**src/rtl/mem_bus_pkg.sv**
```systemverilog
// Shared types for the on-chip RAM arbiter: requester identity, the registered
// return tag that routes read data back, and the default RAM window base.
package mem_bus_pkg;

    localparam int NUM_REQ = 3;
    localparam logic [31:0] RAM_BASE_DEFAULT = 32'h0002_0000;

    typedef enum logic [1:0] {
        OWN_NONE = 2'd0,
        OWN_DBG  = 2'd1,
        OWN_DBUS = 2'd2,
        OWN_IBUS = 2'd3
    } owner_t;

    typedef struct packed {
        owner_t owner;
        logic   is_read;
        logic   err;
    } ret_tag_t;

    localparam ret_tag_t TAG_NONE = '{owner: OWN_NONE, is_read: 1'b0, err: 1'b0};

    // Which of the two round-robin ports is preferred next.
    typedef enum logic {
        RR_PORT0 = 1'b0,
        RR_PORT1 = 1'b1
    } rr_ptr_t;

    // Requester index 0/1/2 = debug, CPU data, CPU instruction.
    function automatic owner_t owner_of(input int idx);
        case (idx)
            0:       return OWN_DBG;
            1:       return OWN_DBUS;
            2:       return OWN_IBUS;
            default: return OWN_NONE;
        endcase
    endfunction

endpackage

```
**src/rtl/mem_bus_arbiter_rr_arb2.sv**
```systemverilog
// Two-way round-robin arbiter with a registered preference pointer. The pointer
// moves to the other port after every grant; a disabled arbiter leaves it alone.
module rr_arb2
    import mem_bus_pkg::*;
(
    input  logic       clk,
    input  logic       srst,
    input  logic       en,
    input  logic [1:0] req,
    output logic [1:0] gnt
);

    rr_ptr_t ptr_reg;
    rr_ptr_t ptr_next;

    always_ff @(posedge clk) begin
        if (srst) begin
            ptr_reg <= RR_PORT0;
        end else begin
            ptr_reg <= ptr_next;
        end
    end

    always_comb begin
        gnt      = 2'b00;
        ptr_next = ptr_reg;
        if (en) begin
            // A lone requester wins regardless of where the pointer sits.
            if (req[0] && (ptr_reg == RR_PORT0 || !req[1])) begin
                gnt = 2'b01;
            end else if (req[1]) begin
                gnt = 2'b10;
            end
        end
        if (gnt[0]) begin
            ptr_next = RR_PORT1;
        end else if (gnt[1]) begin
            ptr_next = RR_PORT0;
        end
    end

endmodule

```
**src/rtl/mem_bus_arbiter.sv**
```systemverilog
// Arbitrates the single-port on-chip RAM between the debug loader (absolute
// priority) and the CPU data/instruction buses (round-robin), and routes reads back.
module mem_bus_arbiter
    import mem_bus_pkg::*;
#(
    parameter int               ADR_W     = 32,
    parameter int               RAM_WORDS = 8192,
    parameter logic [ADR_W-1:0] RAM_BASE  = ADR_W'(RAM_BASE_DEFAULT)
) (
    input  logic                         clk,
    input  logic                         reset,

    input  logic                         dbg_req,
    input  logic                         dbg_we,
    input  logic [ADR_W-1:0]             dbg_adr,
    input  logic [31:0]                  dbg_wdata,
    input  logic [3:0]                   dbg_wmask,
    output logic                         dbg_gnt,
    output logic                         dbg_rvalid,
    output logic [31:0]                  dbg_rdata,
    output logic                         dbg_err,

    input  logic                         dbus_req,
    input  logic                         dbus_we,
    input  logic [ADR_W-1:0]             dbus_adr,
    input  logic [31:0]                  dbus_wdata,
    input  logic [3:0]                   dbus_wmask,
    output logic                         dbus_gnt,
    output logic                         dbus_rvalid,
    output logic [31:0]                  dbus_rdata,
    output logic                         dbus_err,

    input  logic                         ibus_req,
    input  logic [ADR_W-1:0]             ibus_adr,
    output logic                         ibus_gnt,
    output logic                         ibus_rvalid,
    output logic [31:0]                  ibus_rdata,
    output logic                         ibus_err,

    output logic [$clog2(RAM_WORDS)-1:0] mem_adr,
    output logic [3:0]                   mem_wren,
    output logic [31:0]                  mem_di,
    input  logic [31:0]                  mem_do,

    input  logic                         dbg_lock
);

    localparam int               MEM_AW    = $clog2(RAM_WORDS);
    localparam logic [ADR_W-1:0] RAM_BYTES = ADR_W'(4 * RAM_WORDS);

    logic [NUM_REQ-1:0] we_vec;
    logic [NUM_REQ-1:0] gnt_vec;
    logic [NUM_REQ-1:0] rvalid_vec;
    logic [NUM_REQ-1:0] err_vec;
    logic [ADR_W-1:0]   adr_arr   [NUM_REQ];
    logic [31:0]        wdata_arr [NUM_REQ];
    logic [3:0]         wmask_arr [NUM_REQ];

    // The instruction bus never writes, so its write fields are tied off.
    assign we_vec       = {1'b0, dbus_we, dbg_we};
    assign adr_arr[0]   = dbg_adr;
    assign adr_arr[1]   = dbus_adr;
    assign adr_arr[2]   = ibus_adr;
    assign wdata_arr[0] = dbg_wdata;
    assign wdata_arr[1] = dbus_wdata;
    assign wdata_arr[2] = 32'h0;
    assign wmask_arr[0] = dbg_wmask;
    assign wmask_arr[1] = dbus_wmask;
    assign wmask_arr[2] = 4'h0;

    // Debug wins outright; with dbg_lock high the CPU side is frozen, pointer included.
    logic       cpu_en;
    logic [1:0] cpu_gnt;

    assign cpu_en = !reset && !dbg_req && !dbg_lock;

    rr_arb2 u_cpu_arb (
        .clk  (clk),
        .srst (reset),
        .en   (cpu_en),
        .req  ({ibus_req, dbus_req}),
        .gnt  (cpu_gnt)
    );

    assign gnt_vec  = {cpu_gnt[1], cpu_gnt[0], dbg_req && !reset};
    assign dbg_gnt  = gnt_vec[0];
    assign dbus_gnt = gnt_vec[1];
    assign ibus_gnt = gnt_vec[2];

    logic             any_gnt;
    logic             sel_we;
    logic [ADR_W-1:0] sel_adr;
    logic [31:0]      sel_wdata;
    logic [3:0]       sel_wmask;
    owner_t           sel_owner;
    logic [ADR_W-1:0] offset;
    logic             in_range;
    ret_tag_t         tag_reg;
    ret_tag_t         tag_next;

    always_comb begin
        sel_we    = 1'b0;
        sel_adr   = '0;
        sel_wdata = 32'h0;
        sel_wmask = 4'h0;
        sel_owner = OWN_NONE;
        for (int i = 0; i < NUM_REQ; i++) begin
            if (gnt_vec[i]) begin
                sel_we    = we_vec[i];
                sel_adr   = adr_arr[i];
                sel_wdata = wdata_arr[i];
                sel_wmask = wmask_arr[i];
                sel_owner = owner_of(i);
            end
        end
    end

    assign any_gnt = |gnt_vec;

    // The explicit lower-bound test catches addresses that wrap the subtraction.
    assign offset   = sel_adr - RAM_BASE;
    assign in_range = (sel_adr >= RAM_BASE) && (offset < RAM_BYTES);

    assign mem_adr  = any_gnt ? offset[MEM_AW+1:2] : '0;
    assign mem_wren = (any_gnt && sel_we && in_range && !reset) ? sel_wmask : 4'h0;
    assign mem_di   = sel_wdata;

    always_comb begin
        tag_next = TAG_NONE;
        if (any_gnt) begin
            tag_next = '{owner: sel_owner, is_read: !sel_we, err: !in_range};
        end
    end

    always_ff @(posedge clk) begin
        if (reset) begin
            tag_reg <= TAG_NONE;
        end else begin
            tag_reg <= tag_next;
        end
    end

    // Returns are gated by reset so nothing leaks out in the reset cycle itself.
    for (genvar gi = 0; gi < NUM_REQ; gi++) begin : g_ret
        assign rvalid_vec[gi] = !reset && tag_reg.is_read && (tag_reg.owner == owner_of(gi));
        assign err_vec[gi]    = !reset && tag_reg.err && (tag_reg.owner == owner_of(gi));
    end

    logic [31:0] ret_rdata;

    assign ret_rdata   = (!reset && tag_reg.is_read && !tag_reg.err) ? mem_do : 32'h0;

    assign dbg_rvalid  = rvalid_vec[0];
    assign dbus_rvalid = rvalid_vec[1];
    assign ibus_rvalid = rvalid_vec[2];
    assign dbg_err     = err_vec[0];
    assign dbus_err    = err_vec[1];
    assign ibus_err    = err_vec[2];
    assign dbg_rdata   = ret_rdata;
    assign dbus_rdata  = ret_rdata;
    assign ibus_rdata  = ret_rdata;

endmodule
```
**config.mk**
```make
export PLATFORM = sky130hd
export DESIGN_NAME = mem_bus_arbiter
export DESIGN_NICKNAME = d
export VERILOG_FILES = /design/src/rtl/mem_bus_pkg.sv /design/src/rtl/mem_bus_arbiter_rr_arb2.sv /design/src/rtl/mem_bus_arbiter.sv
export SDC_FILE = /design/constraint.sdc
export NUM_CORES = 1
export LEC_CHECK = 0
export CELL_PAD_IN_SITES_DETAIL_PLACEMENT = 0
export CELL_PAD_IN_SITES_GLOBAL_PLACEMENT = 1
export CORE_AREA = 2 2 140 142
export DETAILED_ROUTE_END_ITERATION = 12
export DIE_AREA = 0 0 142 144
export PLACE_DENSITY = 0.83
export SKIP_LAST_GASP = 1
export SLEW_MARGIN = 20
export SYNTH_ARGS = -nofsm -noshare
export SYNTH_HDL_FRONTEND = slang
export SYNTH_SLANG_ARGS = --single-unit
```
**constraint.sdc**
```tcl
create_clock -name clk -period 4.2 [get_ports clk]
set_input_delay 0.42 -clock clk [delete_from_list [all_inputs] [get_ports clk]]
set_output_delay 0.42 -clock clk [all_outputs]
set_load 0.02 [all_outputs]
```
**Word-level counts from Yosys, hierarchy flattened**

Cells that the tools add are included.

- Register bits after elaboration: 5
- Input port bits: 208
- Output and inout port bits: 154
- Word-level logic and storage cells: 63

- $add $sub $neg: 1
- $lt $le $gt $ge: 2
- Eq/ne operators: 3
- Mux-type cells: 23
- Bitwise logic cells: 2
- Reduce and logical (&&, ||, !) cells: 28

Operator list:

| cell | number |
|---|---|
| 32-bit two-way mux | 7 |
| 32-bit by 18-bit >= comparator with 1-bit output, second input constant | 1 |
| 32-bit by 16-bit less-than comparator with 1-bit output, second input constant | 1 |
| 32-bit by 18-bit subtractor with 32-bit output, second input constant | 1 |
| 1-bit logical AND | 17 |
| 4-bit two-way mux | 4 |
| 13-bit two-way mux | 1 |
| 2-bit two-way mux | 5 |
| 1-bit zero test | 7 |
| 1-bit two-way mux | 6 |
| 2-bit equality test, second input constant | 2 |
| 3-bit OR reduction | 1 |
| 2-bit by 1-bit equality test with 1-bit output, second input constant | 1 |
| 1-bit inverter | 2 |
| 2-bit nonzero test | 1 |
| 2-bit OR reduction | 1 |
| 1-bit logical OR | 1 |

**Logic depth before layout (Yosys ltp)**

Gate-level depths: netlist of run 1.

- Depth in word-level cells: 13
- Gate-level depth with buffers: 13
- Depth with buffers taken out: 11

**By module**

From an unflattened synthesis of run 1, not the netlist that was laid out.

- Cells, all modules: 440
- Area, all modules: 2,422.3 um^2

By module, submodules not included:

| module | instances | cells each | area each (um^2) | sequential area each (um^2) |
|---|---|---|---|---|
| mem_bus_arbiter | 1 | 431 | 2,359.8 | 80.1 |
| rr_arb2 | 1 | 9 | 62.6 | 20.0 |

**Worst setup path before layout of run 1**

No wires, ideal clock.

- Path kind: input port to output port
- From: input port dbg_req
- To: output port mem_wren[0]
- Data arrival time: 2.846 ns
- Required time: 3.780 ns
- Path slack: 0.934 ns
- Stages on the path: 12
- Buffers on the path: 1
- Path through: nor3b_1 nand3_2 inv_1 buf_2 a222oi_1 ha_1 a21bo_2 a221oi_1 o2111ai_1 nor2_1 o2111ai_1 nor2_1

- Longest elaborated chain between the ends: 12
- Elaborated cells on any way between the ends: 23
- Those cells by class: add/sub (1); order compare (2); mux (11); reduce/logical (9)

Ends and longest elaborated chain:

| what | line | text |
|---|---|---|
| start: declaration | mem_bus_arbiter.sv:13 | `input logic dbg_req,` |
| 1-bit zero test | mem_bus_arbiter.sv:75 | `assign cpu_en = !reset && !dbg_req && !dbg_lock;` |
| 1-bit logical AND (2 in a row) | mem_bus_arbiter.sv:75 |  |
| 2-bit two-way mux | mem_bus_arbiter_rr_arb2.sv:27 | `if (en) begin` |
| 32-bit two-way mux (2 in a row) | mem_bus_arbiter.sv:108 | `if (gnt_vec[i]) begin` |
| 32-bit by 18-bit subtractor with 32-bit output | mem_bus_arbiter.sv:121 | `assign offset = sel_adr - RAM_BASE;` |
| 32-bit by 16-bit less-than comparator with 1-bit output | mem_bus_arbiter.sv:122 | `assign in_range = (sel_adr >= RAM_BASE) && (offset < RAM_BYTES);` |
| 1-bit logical AND | mem_bus_arbiter.sv:122 |  |
| 1-bit logical AND (2 in a row) | mem_bus_arbiter.sv:125 | `assign mem_wren = (any_gnt && sel_we && in_range && !reset) ? sel_wmask : 4'h0;` |
| 4-bit two-way mux (*) | mem_bus_arbiter.sv:125 |  |
| end: declaration | mem_bus_arbiter.sv:41 | `output logic [3:0] mem_wren,` |

Mark *: on every way between the ends. The rest lies on a longest branch, timed or not.

**Worst setup path after layout of run 1**

- From: input port dbg_req
- To: output port mem_wren[3]

Same word-level chain as after synthesis.

==> out/results.tsv, run 1 <==
stage	metric	value	unit
run_status	status	finished clean	
power	power	697.3	uW
global_routing	grt_usage	10.31	%
sta	slew_headroom	58.14	%
sta	max_freq	242.7	MHz
finish	largest_reg_flops	4	
sta	finalHoldViolCount	0	
logic_synthesis	synth-seq-cells	5	
die	start_util	10.41	%
logic_synthesis	yosys_most_used_dff	dfxtp_1	
die	io_pins	362	
sta	period_needed	4.120	ns
setup_path	timing.rr.start	u_cpu_arb.ptr_reg	
finish	area_growth	176.5	%
clock_tree	cts_made_buffers	3	
clock_tree	h-tree-depth	1	
logic_synthesis	netlist_area	1986	um2
clock_tree	cts.sinks	5	
setup_path	cp-end-kind	primary output	
die	core_area	19080	um2
die	die_area	20450	um2
sta	setup_slack	0.08030	ns
sta	finalCritPeriodShare	98.09	%
power	irDropWorstVdd	0.0001012	V
global_routing	grt_antenna_before_repair	0	
finish	multi_input_area	1265	um2
place	gp_congestion	0.7600	
finish	drive_gt1_share	5.439	%
setup_path	slowest_delay	0.62	ns
detailed_routing	drtIter0Drc	120	
setup_path	crit_type	primary input to primary output	
logic_synthesis	ys.warnings.count	0	
power	clockPowerShare	22.4	%
worst_hold_path	min_path_type	flip-flop to flip-flop	
worst_hold_path	min-delay-start	u_cpu_arb.ptr_reg	
die	die_w	142	um
power	p_leak	0.002056	uW
finish	fillers	2055	
detailed_routing	viasPerCell	4.010	
clock_tree	cts.path.max_buffers	2	
clock_tree	post_cts_resized	0	
detailed_routing	wl_per_cell	14.86	um
logic_synthesis	synthDistinctLibCells	53	
setup_path	crit_chain	clkdlybuf4s50_1 -> nor3b_2 -> and2_4 -> a222oi_1 -> ha_1 -> a21bo_2 -> a221oi_1 -> o2111ai_1 -> nor2_1 -> o2111ai_1 -> buf_4 -> nor2_1 -> clkdlybuf4s50_1	
logic_synthesis	syn_nets	486	
power	powerDensity	127.0	nW/um2
setup_path	cp.required	3.78	ns
place	place_ws	-0.007931	ns
detailed_routing	vias	3240	
detailed_routing	first_pass_iters	7	
detailed_routing	antenna_left	0	
setup_path	cp.arrival	3.70	ns
clock_tree	ctsHoldBuffers	0	
detailed_routing	routed_wl	12.00	mm
setup_path	crit_fanout	8	
power	power_frac_comb	70.0	%
sta	rsz0062_at_grt	true	
power	power.internal	478.8	uW
power	swShare	31.34	%
run	max_cap_viol_count	0	
global_routing	grt_pass1_wl	16.39	mm
clock_tree	clk_pin_slew	0.03	ns
setup_path	crit_family	buffers and inverters	
place	port_buffers	355	
sta	slew_viol_final	0	
setup_path	crit_buf_inv	3	
sta	setup_violations	0	
clock_tree	clk-insertion-delay-late	0.23	ns
sta	max_slew.worst_pin.slew	0.6221	ns
setup_path	crit_path_start_kind	primary input	
global_routing	overflow	0	
global_routing	grt_max_degree	51	
place	place_inst	802	
place	place_hpwl	10.78	mm
die	die_h	144	um
detailed_routing	drcViolationCount	0	
logic_synthesis	ys_seq_area_share	5.041	%
logic_synthesis	synth-edff-count	0	
sta	clock_skew	0.002447	ns
power	p_sw	218.5	uW
finish	nets	780	
power	seqPwrFrac	7.6	%
logic_synthesis	avgSynthCellArea	7.168	um2
setup_path	cp-startpoint	dbg_req	
die	rows	51	
finish	seq_area	100.1	um2
global_routing	grt_pass1_vias	3109	
clock_tree	tritoncts	done	
clock_tree	clock-root-buffer	clkbuf_16	
setup_path	worst_path_max_delay_cell	clkdlybuf4s50_1	
finish	fin_cells	808	
logic_synthesis	async_flop_share	0	%
finish	n_antenna_cell	0	
logic_synthesis	synthCells	277	
power groups by stage:
stage / Clock (uW) / Sequential (uW) / Combinational [uW]
2_1_floorplan: 0 / 53.0 / 189
3_3_place_gp: 0 / 53.4 / 488
3_5_place_dp: 0 / 53.4 / 490
4_1_cts: 159 / 52.8 / 493
5_1_grt: 162 / 53.4 / 521
6_report: 156 / 52.8 / 488
cells in the final DEF, fill, tap and decap left out, types with 2 or more instances in the layout:
master,Yosys,layout
a211oi_1,2,2
a21oi_1,2,2
a222oi_1,16,16
a22o_1,32,32
a22oi_1,5,5
a32o_1,4,4
a32oi_1,2,2
and2_1,35,35
buf_4,65,18
clkbuf_16,0,3
clkdlybuf4s50_1,0,355
dfxtp_1,5,5
inv_1,16,16
nand2_1,7,7
nand2b_1,5,5
nand3_1,3,3
nand4_1,2,2
nor2_1,18,18
nor2b_1,3,2
nor4_1,3,3
o2111ai_1,2,2
or4_1,2,2
per-layer routing:
metal	share of wire (%)	track usage [%]	wire (um)	vias to the layer above
met5	0	0	0	-
met3	10	2.682	1210	6
met1	37	11.65	4466	1439
met2	52	19.86	6259	239
li1	-	-	-	1556
met4	0.57	1.263	68	0
repair_timing:
| action | in CTS | in global routing |
|---|---|---|
| endpoints found under the hold margin | 0 | 0 |
| buffers inserted | 2 | 0 |
| endpoints found under the setup margin | 3 | 4 |
| pin swaps | 2 | 1 |
path summary, 6_finish.rpt:
path / end / slack (ns) / depth (start not counted)
setup / recovery: mem_wren[3] / 0.08 / 13
hold / removal: u_cpu_arb.ptr_reg / 0.53 / 1
hold reg to reg: u_cpu_arb.ptr_reg / 0.53 / 1
setup reg to reg: tag_reg[0] / 1.90 / 9
cells in the mapped netlist, types with 2 or more instances:
| master | instances | share of area [%] |
|---|---|---|
| a22o_1 | 32 | 14 |
| clkbuf_1 | 14 | 2.6 |
| inv_1 | 16 | 3.0 |
| a222oi_1 | 16 | 8.1 |
| dfxtp_1 | 5 | 5.0 |
| nor2b_1 | 3 | 0.95 |
| or4_1 | 2 | 0.76 |
| buf_4 | 65 | 25 |
| and2_1 | 35 | 11 |
| nand2b_1 | 5 | 1.6 |
| a211oi_1 | 2 | 0.76 |
| buf_1 | 3 | 0.57 |
| nand4_1 | 2 | 0.63 |
| a22oi_1 | 5 | 1.9 |
| nand2_1 | 7 | 1.3 |
| nor2_1 | 18 | 3.4 |
| nand3_1 | 3 | 0.76 |
| a21oi_1 | 2 | 0.50 |
| a32oi_1 | 2 | 0.88 |
| o2111ai_1 | 2 | 0.88 |
| nor4_1 | 3 | 0.95 |
| a32o_1 | 4 | 2.0 |
through the flow:
step | hold WS (ns) | TNS [ns] | area, um2 | utilization [%]
after detailed placement | 0.5284 | -0.007931 | 5396 | 28.28
after floorplan | 0.4841 | 0 | 1986 | -
final | 0.5284 | 0 | 5490 | 28.78
after CTS | 0.5355 | 0 | 5490 | 28.78
after global routing | 0.5747 | -0.9882 | 5490 | 28.78
after global placement | 0.5408 | 0 | 5396 | 28.28
logic make-up (layout without fill, tap and decap cells):
| family | after synthesis | in the layout | synth area share (%) |
|---|---|---|---|
| simple gates | 92 | 92 | 27.66 |
| compound gates | 78 | 78 | 34.53 |
| buf+inv | 100 | 393 | 31.63 |
| fa+ha+maj | 1 | 1 | 0.6300 |
| mux | 1 | 1 | 0.5041 |
| flops | 5 | 5 | 5.041 |
area by class of cell:
cell class | instances | share of cell area, %
Sequential cell | 5 | 1.823
Clock buffer | 4 | 1.436
Tap cell | 238 | 5.424
Inverter | 16 | 1.094
Multi-Input combinational cell | 172 | 23.04
Timing Repair Buffer | 373 | 67.18
Power figures use the tool's default switching activity.
==> run 2, diff against run 1 <==
--- a/config.mk
+++ b/config.mk
@@ -11,7 +11,6 @@
 export DETAILED_ROUTE_END_ITERATION = 12
 export DIE_AREA = 0 0 142 144
 export PLACE_DENSITY = 0.83
-export SKIP_LAST_GASP = 1
 export SLEW_MARGIN = 20
 export SYNTH_ARGS = -nofsm -noshare
 export SYNTH_HDL_FRONTEND = slang
==> results of run 2 <==
No change in the layout: final DEF, timing and power equal those of run 1.
==> run 3, diff against run 2 <==
--- a/config.mk
+++ b/config.mk
@@ -10,7 +10,9 @@
 export CORE_AREA = 2 2 140 142
 export DETAILED_ROUTE_END_ITERATION = 12
 export DIE_AREA = 0 0 142 144
+export GPL_ROUTABILITY_DRIVEN = 1
 export PLACE_DENSITY = 0.83
+export REMOVE_ABC_BUFFERS = 1
 export SLEW_MARGIN = 20
 export SYNTH_ARGS = -nofsm -noshare
 export SYNTH_HDL_FRONTEND = slang
==> run 3 against run 2 <==
Compared with the run above:
- critical path depth increased by 3
- hold slack improved by 0.0070 ns
- worst setup slack gained 0.32 ns
- clock power is essentially flat
- routed wire length is 17% higher
- first-iteration DRC count decreased by 18%
- sequential power about the same
- non-clock buffer count increased by 2
- combinational power barely moved
- die area did not move
==> out/results.tsv, run 3 (synthesis results as in run 1) <==
stage	metric	value	unit
setup_path	crit_chain	clkdlybuf4s50_1 -> nor3b_1 -> buf_4 -> nand3_2 -> inv_1 -> a222oi_1 -> buf_4 -> ha_1 -> a21bo_2 -> a221oi_1 -> o2111ai_1 -> nor2_1 -> o2111ai_1 -> buf_4 -> nor2_1 -> dlymetal6s2s_1	
worst_hold_path	min_path_type	flip-flop to flip-flop	
sta	max_slew.worst_pin.slew	0.4293	ns
finish	post-route-util	28.91	%
finish	area_growth	177.8	%
sta	setup_violations	0	
finish	nets	782	
setup_path	cp.arrival	3.38	ns
clock_tree	cts_made_buffers	3	
die	start_util	10.41	%
detailed_routing	first_pass_iters	4	
clock_tree	h-tree-depth	1	
detailed_routing	viasPerCell	4.042	
setup_path	crit_family	buffers and inverters	
global_routing	grt_pass1_vias	3211	
sta	timing.hold.ws	0.5353	ns
finish	drive_gt1_share	5.769	%
die	die_w	142	um
setup_path	crit_type	primary input to primary output	
global_routing	grt_max_degree	35	
sta	rsz0062_at_grt	false	
setup_path	slowest_delay	0.50	ns
clock_tree	clk_pin_slew	0.03	ns
sta	finalCritPeriodShare	90.59	%
power	powerDensity	126.5	nW/um2
place	place_inst	805	
global_routing	grt_usage	12.46	%
clock_tree	cts.sinks	5	
setup_path	crit_buf_inv	6	
global_routing	overflow	0	
die	rows	51	
global_routing	grt_pass1_wl	19.08	mm
detailed_routing	routed_wl	14.08	mm
finish	largest_reg_flops	4	
setup_path	crit_fanout	5	
sta	slew_headroom	71.38	%
detailed_routing	drcViolationCount	0	
setup_path	cp.required	3.78	ns
clock_tree	cts.path.max_buffers	2	
sta	slew_viol_final	0	
sta	clock_skew	0.0005771	ns
die	die_area	20450	um2
setup_path	crit_path_start_kind	primary input	
clock_tree	tritoncts	done	
place	port_buffers	355	
finish	layout_commonest_cell	clkdlybuf4s50_1	
power	irDropWorstVdd	0.00008878	V
detailed_routing	vias	3274	
run_status	status	finished clean	
finish	n_antenna_cell	0	
global_routing	grt_antenna_before_repair	1	
detailed_routing	antenna_left	0	
detailed_routing	wl_per_cell	17.38	um
sta	finalHoldViolCount	0	
setup_path	worst_path_max_delay_cell	clkdlybuf4s50_1	
clock_tree	clk-insertion-delay-late	0.23	ns
place	gp_congestion	0.7941	
setup_path	cp-end-kind	primary output	
finish	final_cell_mix	clkdlybuf4s50_1 (351), and2_1 (35), a22o_1 (32)	
clock_tree	ctsHoldBuffers	0	
power	p_leak	0.002142	uW
die	die_h	144	um
setup_path	crit_path_frequent_cell	buf_4	
clock_tree	clock-root-buffer	clkbuf_16	
detailed_routing	drtIter0Drc	99	
die	core_area	19080	um2
place	place_hpwl	13.02	mm
power	power	697.8	uW
run	max_cap_viol_count	0	
finish	fin_cells	810	
sta	max_freq	262.8	MHz
die	io_pins	362	
sta	period_needed	3.805	ns
## run 3: power by group
part / leakage [uW] / switching, uW / internal, uW
registers: 0.0000414 / 1.82 / 50.9
clock network: 0.0000382 / 29.8 / 126
logic: 0.00206 / 187 / 302
total: 0.00214 / 219 / 479
## run 3: metal layers
| metal | up-vias | share of wire [%] | track usage [%] |
|---|---|---|---|
| met5 | - | 0 | 0 |
| met4 | 0 | 0.26 | 0.8947 |
| met3 | 4 | 9.2 | 3.079 |
| met2 | 233 | 57 | 25.88 |
| met1 | 1481 | 34 | 12.97 |
| li1 | 1556 | - | - |
## run 3: repair_timing
item / 4_1_cts / 5_1_grt
setup buffers: 0 / 1
gates resized for setup: 0 / 4
endpoints found under the setup margin: 0 / 4
## run 3: area by class of cell
cell class                      count  area [um2]
Clock buffer                        4       78.83
Fill cell                        2045       13560
Inverter                           16       60.06
Multi-Input combinational cell    172        1265
Sequential cell                     5       100.1
Tap cell                          238       297.8
Timing Repair Buffer              375        3714
## run 3: worst reg2reg max path, stage by stage, from the launching register on
cell and delay [ns]:
dfxtp_1 0.39, a21oi_2 0.10, and2_4 0.21, a222oi_1 0.34, buf_4 0.17, ha_1 0.25
inv_1 0.07, and4bb_2 0.29, mux2i_1 0.23, or2_1 0.13, a31oi_1 0.07
## run 3: path summary, 6_finish.rpt
check,from,endpoint,slack (ns),depth (start not counted)
worst max register to register,u_cpu_arb.ptr_reg,tag_reg[0],1.82,10
worst min-delay path,u_cpu_arb.ptr_reg,u_cpu_arb.ptr_reg,0.54,1
worst min register to register,u_cpu_arb.ptr_reg,u_cpu_arb.ptr_reg,0.54,1
worst max-delay path,dbg_req,mem_wren[1],0.40,16
## run 3: stage by stage
stage                     cell area [um2]  setup TNS (ns)  worst slack (ns)
after CTS                            5498               0           0.03097
after floorplan                      1418          -4.921            -1.128
after global placement               5419               0            0.1127
final                                5515               0            0.3953
after global routing                 5515               0            0.1069
after detailed placement             5419               0           0.05775
